<file path="config.mk">
export PLATFORM = sky130hd
export DESIGN_NAME = mini_fetch_unit
export DESIGN_NICKNAME = d
export VERILOG_FILES = /design/src/rtl/mini_fetch_unit.sv
export SDC_FILE = /design/constraint.sdc
export NUM_CORES = 1
export LEC_CHECK = 0
export CAP_MARGIN = 5
export CORE_ASPECT_RATIO = 0.75
export CORE_UTILIZATION = 58
export CTS_CLUSTER_SIZE = 8
export DETAILED_ROUTE_END_ITERATION = 8
export GPL_TIMING_DRIVEN = 1
export PLACE_DENSITY_LB_ADDON = 0.08
export SLEW_MARGIN = 20
export SYNTH_ARGS = -nofsm -noshare
export SYNTH_HDL_FRONTEND = slang
export SYNTH_SLANG_ARGS = --single-unit
</file>
<file path="constraint.sdc">
create_clock -name clk1 -period 3.84 [get_ports clk1]
set_input_delay 0.768 -clock clk1 [delete_from_list [all_inputs] [get_ports clk1]]
set_output_delay 0.768 -clock clk1 [all_outputs]
set_load 0.01 [all_outputs]
</file>
<file path="src/rtl/mini_fetch_unit.sv">
// Instruction fetch front end: credit-limited request/grant issue, in-order responses
// into a prefetch FIFO, redirect flush with stale-response drop. Option: MINI_FETCH_HALT_EN.
module mini_fetch_unit #(
  parameter int          ADDR_W   = 10,
  parameter int          DEPTH    = 4,
  parameter int unsigned RESET_PC = 0
) (
  input  logic              clk1,
  input  logic              rst_n,
  output logic              imem_req,
  output logic [ADDR_W-1:0] imem_addr,
  input  logic              imem_gnt,
  input  logic              imem_rvalid,
  input  logic [31:0]       imem_rdata,
  output logic              if_valid,
  output logic [31:0]       if_ir,
  output logic [ADDR_W-1:0] if_pc,
  input  logic              id_ready,
  input  logic              redirect_valid,
  input  logic [ADDR_W-1:0] redirect_pc
);

  localparam int PW = $clog2(DEPTH);
  localparam int CW = PW + 1;

  typedef struct packed {
    logic [31:0]       ir;
    logic [ADDR_W-1:0] pc;
  } fetch_ent_t;

  logic              run_q, run_d;
  logic [ADDR_W-1:0] pc_q, pc_d;
  logic [CW-1:0]     cnt_q, cnt_d;
  logic [CW-1:0]     outst_q, outst_d;
  logic [CW-1:0]     drop_q, drop_d;
  logic [PW-1:0]     wr_q, wr_d, rd_q, rd_d;
  logic [PW-1:0]     aw_q, aw_d, ar_q, ar_d;
  fetch_ent_t        shown_q, shown_d;

  fetch_ent_t        fifo_q [DEPTH];
  logic [ADDR_W-1:0] aq_q   [DEPTH];

  logic       credit_ok, halt_blk, acc, rsp, dropping, push, pop;
  fetch_ent_t head, push_ent;

  // fifo entries plus in-flight requests never exceed DEPTH, so the sum fits
  assign credit_ok = ({1'b0, cnt_q} + {1'b0, outst_q}) < (CW+1)'(DEPTH);
  assign imem_req  = run_q && credit_ok && !redirect_valid && !halt_blk;
  assign imem_addr = pc_q;

  assign acc      = imem_req && imem_gnt;
  assign rsp      = imem_rvalid && (outst_q != '0);
  assign dropping = (drop_q != '0);
  assign push     = rsp && !dropping && !redirect_valid;

  assign head     = fifo_q[rd_q];
  assign push_ent = '{ir: imem_rdata, pc: aq_q[ar_q]};

  assign if_valid = (cnt_q != '0);
  assign pop      = if_valid && id_ready && !redirect_valid;
  assign if_ir    = if_valid ? head.ir : shown_q.ir;
  assign if_pc    = if_valid ? head.pc : shown_q.pc;

`ifdef MINI_FETCH_HALT_EN
  logic halted_q, halted_d;

  always_comb begin
    halted_d = halted_q;
    if (redirect_valid)
      halted_d = 1'b0;
    else if (push && imem_rdata[31:26] == 6'b111111)
      halted_d = 1'b1;
  end

  always_ff @(posedge clk1 or negedge rst_n) begin
    if (!rst_n) halted_q <= 1'b0;
    else        halted_q <= halted_d;
  end

  assign halt_blk = halted_q;
`else
  assign halt_blk = 1'b0;
`endif

  always_comb begin
    run_d   = 1'b1;
    pc_d    = pc_q;
    cnt_d   = cnt_q;
    drop_d  = drop_q;
    wr_d    = wr_q;
    rd_d    = rd_q;
    aw_d    = aw_q;
    ar_d    = ar_q;
    outst_d = outst_q + CW'(acc) - CW'(rsp);
    shown_d = if_valid ? head : shown_q;
    if (redirect_valid) begin
      // everything still in flight after this edge belongs to the old stream
      pc_d   = redirect_pc;
      cnt_d  = '0;
      wr_d   = '0;
      rd_d   = '0;
      aw_d   = '0;
      ar_d   = '0;
      drop_d = outst_d;
    end else begin
      if (acc) begin
        pc_d = pc_q + ADDR_W'(1);
        aw_d = aw_q + PW'(1);
      end
      if (rsp && dropping) drop_d = drop_q - CW'(1);
      if (push) begin
        wr_d = wr_q + PW'(1);
        ar_d = ar_q + PW'(1);
      end
      if (pop) rd_d = rd_q + PW'(1);
      cnt_d = cnt_q + CW'(push) - CW'(pop);
    end
  end

  always_ff @(posedge clk1 or negedge rst_n) begin
    if (!rst_n) begin
      run_q   <= 1'b0;
      pc_q    <= ADDR_W'(RESET_PC);
      cnt_q   <= '0;
      outst_q <= '0;
      drop_q  <= '0;
      wr_q    <= '0;
      rd_q    <= '0;
      aw_q    <= '0;
      ar_q    <= '0;
      shown_q <= '0;
    end else begin
      run_q   <= run_d;
      pc_q    <= pc_d;
      cnt_q   <= cnt_d;
      outst_q <= outst_d;
      drop_q  <= drop_d;
      wr_q    <= wr_d;
      rd_q    <= rd_d;
      aw_q    <= aw_d;
      ar_q    <= ar_d;
      shown_q <= shown_d;
    end
  end

  // data FIFO and the parallel address-tag queue
  always_ff @(posedge clk1 or negedge rst_n) begin
    if (!rst_n) begin
      for (int i = 0; i < DEPTH; i++) begin
        fifo_q[i] <= '0;
        aq_q[i]   <= '0;
      end
    end else begin
      if (push) fifo_q[wr_q] <= push_ent;
      if (acc && !redirect_valid) aq_q[aw_q] <= pc_q;
    end
  end

endmodule

</file>
Yosys cells after proc, flatten, opt, wreduce, memory -nomap -nowiden

Index checks and enable logic that the tools add are counted.

Add/subtract/negate cells: 11
$lt $le $gt $ge: 7
Muxes and demuxes: 27
Bitwise gates (word level): 4
Reduce and logical (&&, ||, !) cells: 21

Operators with widths:

| cell                  | number |
|---|---|
| $bwmux 168            | 1 |
| $mux 42               | 3 |
| $bmux 42 s2           | 1 |
| $demux 42 s2          | 1 |
| $mux 10               | 6 |
| $bwmux 40             | 1 |
| $mux 32               | 1 |
| $bmux 10 s2           | 1 |
| $demux 10 s2          | 1 |
| $mux 2                | 8 |
| $ge 3x3->1 const B    | 4 |
| $logic_and 1x1->1     | 12 |
| $not 2->3             | 4 |
| $add 10x1->10 const B | 1 |
| $mux 3                | 3 |
| $reduce_bool 3->1     | 3 |
| $add 2x1->2 const B   | 4 |
| $reduce_bool 2->1     | 4 |
| $add 3x1->3           | 2 |
| $lt 3x1->1 const B    | 2 |
| $sub 3x1->3           | 2 |
| $add 3x3->4           | 1 |
| $lt 4x3->1 const B    | 1 |
| $sub 3x1->3 const B   | 1 |
| $logic_not 1->1       | 2 |

Register bits after elaboration: 278
Input bits: 48
Output and inout bits: 54
Logic and storage cells: 93

Logic depth before layout (Yosys ltp)

Depth in word-level cells: 8
Mapped depth: 12
Depth with buffers taken out: 12

Worst setup path after synthesis

OpenSTA, ideal clock, no wires.

Path kind: input -> register
Start: input port redirect_valid
End: register drop_q[2]
Library setup time: 135 ps
Arrival: 2650 ps
Required time: 3705 ps
Slack: 1055 ps
Cell stages on the path: 11
Path buffers: 1
Path through: nor4b_4 and4_4 inv_2 buf_6 ha_1 inv_1 ha_1 fa_1 xnor2_1 nand2_1 o21ai_0

Cells in the longest elaborated chain, start to end: 6
Elaborated cells on any way between the ends: 7
Classes of those cells: add/sub (2); mux (1); reduce/logical (4)

RTL lines:

| what                 | RTL line | source |
|---|---|---|
| start, declared      | 19       | `input logic redirect_valid,` |
| $logic_not 1->1      | 48       | `assign imem_req = run_q && credit_ok && !redirect_valid && !halt_blk;` |
| $logic_and 1x1->1    | 48       |  |
| $logic_and 1x1->1    | 51       | `assign acc = imem_req && imem_gnt;` |
| $add 3x1->3          | 94       | `outst_d = outst_q + CW'(acc) - CW'(rsp);` |
| $sub 3x1->3          | 94       |  |
| named net outst_d[2] | 34       | `logic [CW-1:0] outst_q, outst_d;` |
| $mux 3               | 96       | `if (redirect_valid) begin` |
| end signal, assigned | 137      | `drop_q <= drop_d;` |
| end, declared        | 35       | `logic [CW-1:0] drop_q, drop_d;` |

The timed path passes the listed nets, and every way through them passes these cells.
A chain may end at the register's enable or synchronous reset.

Worst setup path after layout

Start: register rd_q[0]
End: output port if_pc[2]

Cells in the longest elaborated chain, start to end: 5

RTL lines:

| what                                       | RTL line | source |
|---|---|---|
| start, declared                            | 36       | `logic [PW-1:0] wr_q, wr_d, rd_q, rd_d;` |
| start signal, assigned                     | 139      | `rd_q <= rd_d;` |
| $not 2->3 (implied by the code)            | 56       | `assign head = fifo_q[rd_q];` |
| $bmux 42 s2                                | 56       |  |
| $mux 42 (implied by the code) (2 in a row) | 56       |  |
| $mux 10                                    | 62       | `assign if_pc = if_valid ? head.pc : shown_q.pc;` |
| end, declared                              | 17       | `output logic [ADDR_W-1:0] if_pc,` |

No other way between the ends. The select of a mux whose other input is x is not followed.

==> flow_metrics.py <==
metrics = {
    "final_layout": {
        "layout_common_cells": "276 x dfrtp_1, 211 x mux2_2, 100 x clkdlybuf4s50_1, 52 x mux4_2, 41 x clkbuf_16",
        "final_area_um2": 14700,
        "multi_input_area_um2": 5080,
        "nets": 941,
        "fillCellCount": 1281,
        "seq_area_um2": 6960,
        "n_antenna_cell": 0,
        "final_common_cell": "dfrtp_1",
        "area_growth_pct": 19.2,
        "drive_above_1_share": 0.423,
    },
    "power_and_ir_drop": {
        "ir_drop_v": 0.000490,
        "p_leak_uw": 0.00677,
        "p_per_area_nw_per_um2": 764,
    },
    "critical_path": {
        "arrival_ns": 2.73,
        "crit_path_end_kind": "primary output",
        "crit_path_cell_trace": "buf_12 -> mux4_2 -> mux2_2 -> clkdlybuf4s50_1",
        "cp-start-kind": "register",
        "rr_startpoint": "outst_q[2]$_DFF_PN0_",
        "r2r_slack_ns": 1.00,
        "crit_type": "reg -> out",
        "critPathLaunch": "rd_q[0]$_DFFE_PN0P_",
        "setup.worst_path.end": "if_pc[2]",
        "ff2ff_path_depth": 11,
        "cp_max_fo": 25,
        "slowest_delay_ns": 0.58,
        "slowest_stage": "dfrtp_4",
        "r2r-end": "drop_q[2]$_DFFE_PN0P_",
        "cp_data_required_time_ns": 3.07,
    },
    "sta": {
        "setup_ws_ns": 0.343,
        "fin_crit_sh": 0.911,
        "hold_viol_final": 0,
        "fin_setup_tns_ns": 0,
        "max_freq_mhz": 286,
        "finalCriticalPeriod_ns": 3.50,
        "tightest_slew_ns": 0.801,
        "finalMaxSlewViolations": 0,
        "clock_skew_ns": 0.00828,
        "grt_setup_unrepaired": "no",
        "slew_headroom": 0.466,
        "setup_viol": 0,
    },
    "routing": {
        "wl_per_cell_um": 21.4,
        "first_pass_iters": 4,
        "ant_nets": 0,
        "viasPerCell": 5.88,
        "drc": 0,
        "drtIter0Drc": 334,
        "drt-total-wl_um": 24700,
        "vias": 6800,
    },
    "global_route": {
        "grt.overflow.total": 0,
        "grt_pass1_vias": 7637,
        "grt_pass1_wl_um": 41200,
        "grt_max_degree": 107,
        "grt_use_total": 0.244,
        "antenna_found_initial": 0,
    },
    "synth": {
        "synth_top_family_by_area": "multiplexers",
        "synth_fa_ha_area_frac": 0.0205,
        "ys_seq_elements": 278,
        "ys_async_sr_fraction": 1.00,
        "yosys_warnings": 0,
        "synth_xor_area_frac": 0.00780,
        "synth-simple-area-share": 0.0299,
        "synth-seq-area-share": 0.563,
        "syn_inst": 760,
        "syn_area_um2": 12400,
        "synth_cell_types": 45,
        "synthFlopType": "dfrtp_1",
        "synth_edf_count": 0,
        "synthMuxAreaShare": 0.333,
        "synth_nets": 827,
        "synth_compound_area_frac": 0.0186,
        "syn_avg_cell_area_um2": 16.3,
    },
    "floorplan": {
        "dieHeight_um": 128,
        "ioPinCount": 102,
        "coreArea_um2": 20600,
        "fp.dieW_um": 171,
        "die-area_um2": 21900,
        "start_util": 0.601,
        "rows": 45,
    },
    "placement": {
        "dp_slack_ns": 0.486,
        "placed_area_um2": 13700,
        "port_buffers": 101,
        "gp_congestion": 0.830,
        "hpwl_um": 15700,
    },
    "clock_tree": {
        "cts_root_buf": "clkbuf_16",
        "clock-sinks": 278,
        "post-cts-setup-buffers": 0,
        "cts.clk_slew.worst_paths_ns": 0.05,
        "clockBufferDepth": 3,
        "clock_latency_ns": 0.50,
        "ctsHoldBuffers": 0,
        "cts_buffers": 40,
        "cts_resized": 0,
        "htree_levels": 2,
        "cts_tree": "yes",
    },
    "outcome": {
        "run_status": "complete, no violations",
    },
    "hold_path": {
        "min_path_type": "in -> async",
    },
    "run": {
        "maxCapViolCount": 0,
    },
}
==> logic make-up after synthesis <==
| group | Yosys count |
|---|---|
| buffers and inverters | 61 |
| AO/OA/AOI/OAI | 27 |
| other | 1 |
| AND/OR/NAND/NOR | 59 |
| multiplexers | 304 |
| adder cells (fa/ha/maj) | 19 |
| flip-flops | 278 |
| XOR/XNOR | 11 |
==> cells in the mapped netlist (all sizes together), types with 2 or more instances <==
library cell	instances	share of area
ha	17	0.017
xor2	6	0.0043
nor4b	2	0.0026
and3	3	0.0015
nor2	13	0.0039
mux2	251	0.24
mux4	52	0.095
inv	16	0.0049
o21bai	4	0.0024
nand3	7	0.0028
clkbuf	14	0.0043
nor3	6	0.0028
o21ai	5	0.0020
a221o	9	0.0073
xnor2	5	0.0035
nor2b	2	0.0010
buf	31	0.017
nor3b	2	0.0012
nand2	14	0.0084
fa	2	0.0032
a21o	4	0.0024
and2	4	0.0020
o31ai	2	0.0023
nor4	2	0.0010
dfrtp	278	0.56
a21oi	2	0.00081
==> worst max-delay path, delay by kind of cell, from the launching register on <==
family                 cells  cell delay [ns]
multiplexers               2             0.87
buffers and inverters      2             0.76
flip-flops                 1             0.58
==> state kept, by name, summed over array words and instances, names as in the netlist <==
signal and count:
shown_q 42, drop_q 3, aw_q 2, cnt_q 3, wr_q 2, run_q 1
rd_q 2, fifo_q 168, imem_addr 10, outst_q 3, aq_q 40, ar_q 2
==> report_power, final <==
part	total (uW)	internal, uW	switching [uW]
Clock	2980	1880	1100
Combinational	4000	2390	1610
Sequential	4270	3770	499
==> final cells by class <==
class | count | area share
Clock buffer | 43 | 0.0708
Timing Repair Buffer | 117 | 0.0839
Sequential cell | 278 | 0.473
Tap cell | 282 | 0.0239
Multi-Input combinational cell | 421 | 0.345
Inverter | 16 | 0.00408
==> worst min path at each step <==
stage	end	slack [ns]	cells past startpoint
2_1_floorplan	fifo_q[58]$_DFFE_PN0P_	0.45	1
3_3_place_gp	fifo_q[140]$_DFFE_PN0P_	0.46	1
3_5_place_dp	fifo_q[140]$_DFFE_PN0P_	0.47	1
4_1_cts	fifo_q[133]$_DFFE_PN0P_	0.37	1
5_1_grt	fifo_q[7]$_DFFE_PN0P_	0.38	1
6_report	fifo_q[7]$_DFFE_PN0P_	0.33	1
==> per-stage QoR <==
step	cells	total power, uW	utilization	hold WS (ns)
2_1_floorplan	760	6710	-	0.452
3_3_place_gp	1114	8140	0.666	0.463
3_5_place_dp	1114	8330	0.666	0.473
4_1_cts	1157	11400	0.717	0.369
5_1_grt	1157	11900	0.717	0.383
6_report	1157	11200	0.717	0.333
==> layer usage <==
metal | up-vias | global-route usage | wire length [um]
met3 | 43 | 0.0455 | 1040
met2 | 146 | 0.412 | 12600
met4 | 0 | 0.0657 | 433
met5 | - | 0 | 0
met1 | 3623 | 0.329 | 10700
li1 | 2988 | - | -
(Power assumes the default switching activity.)
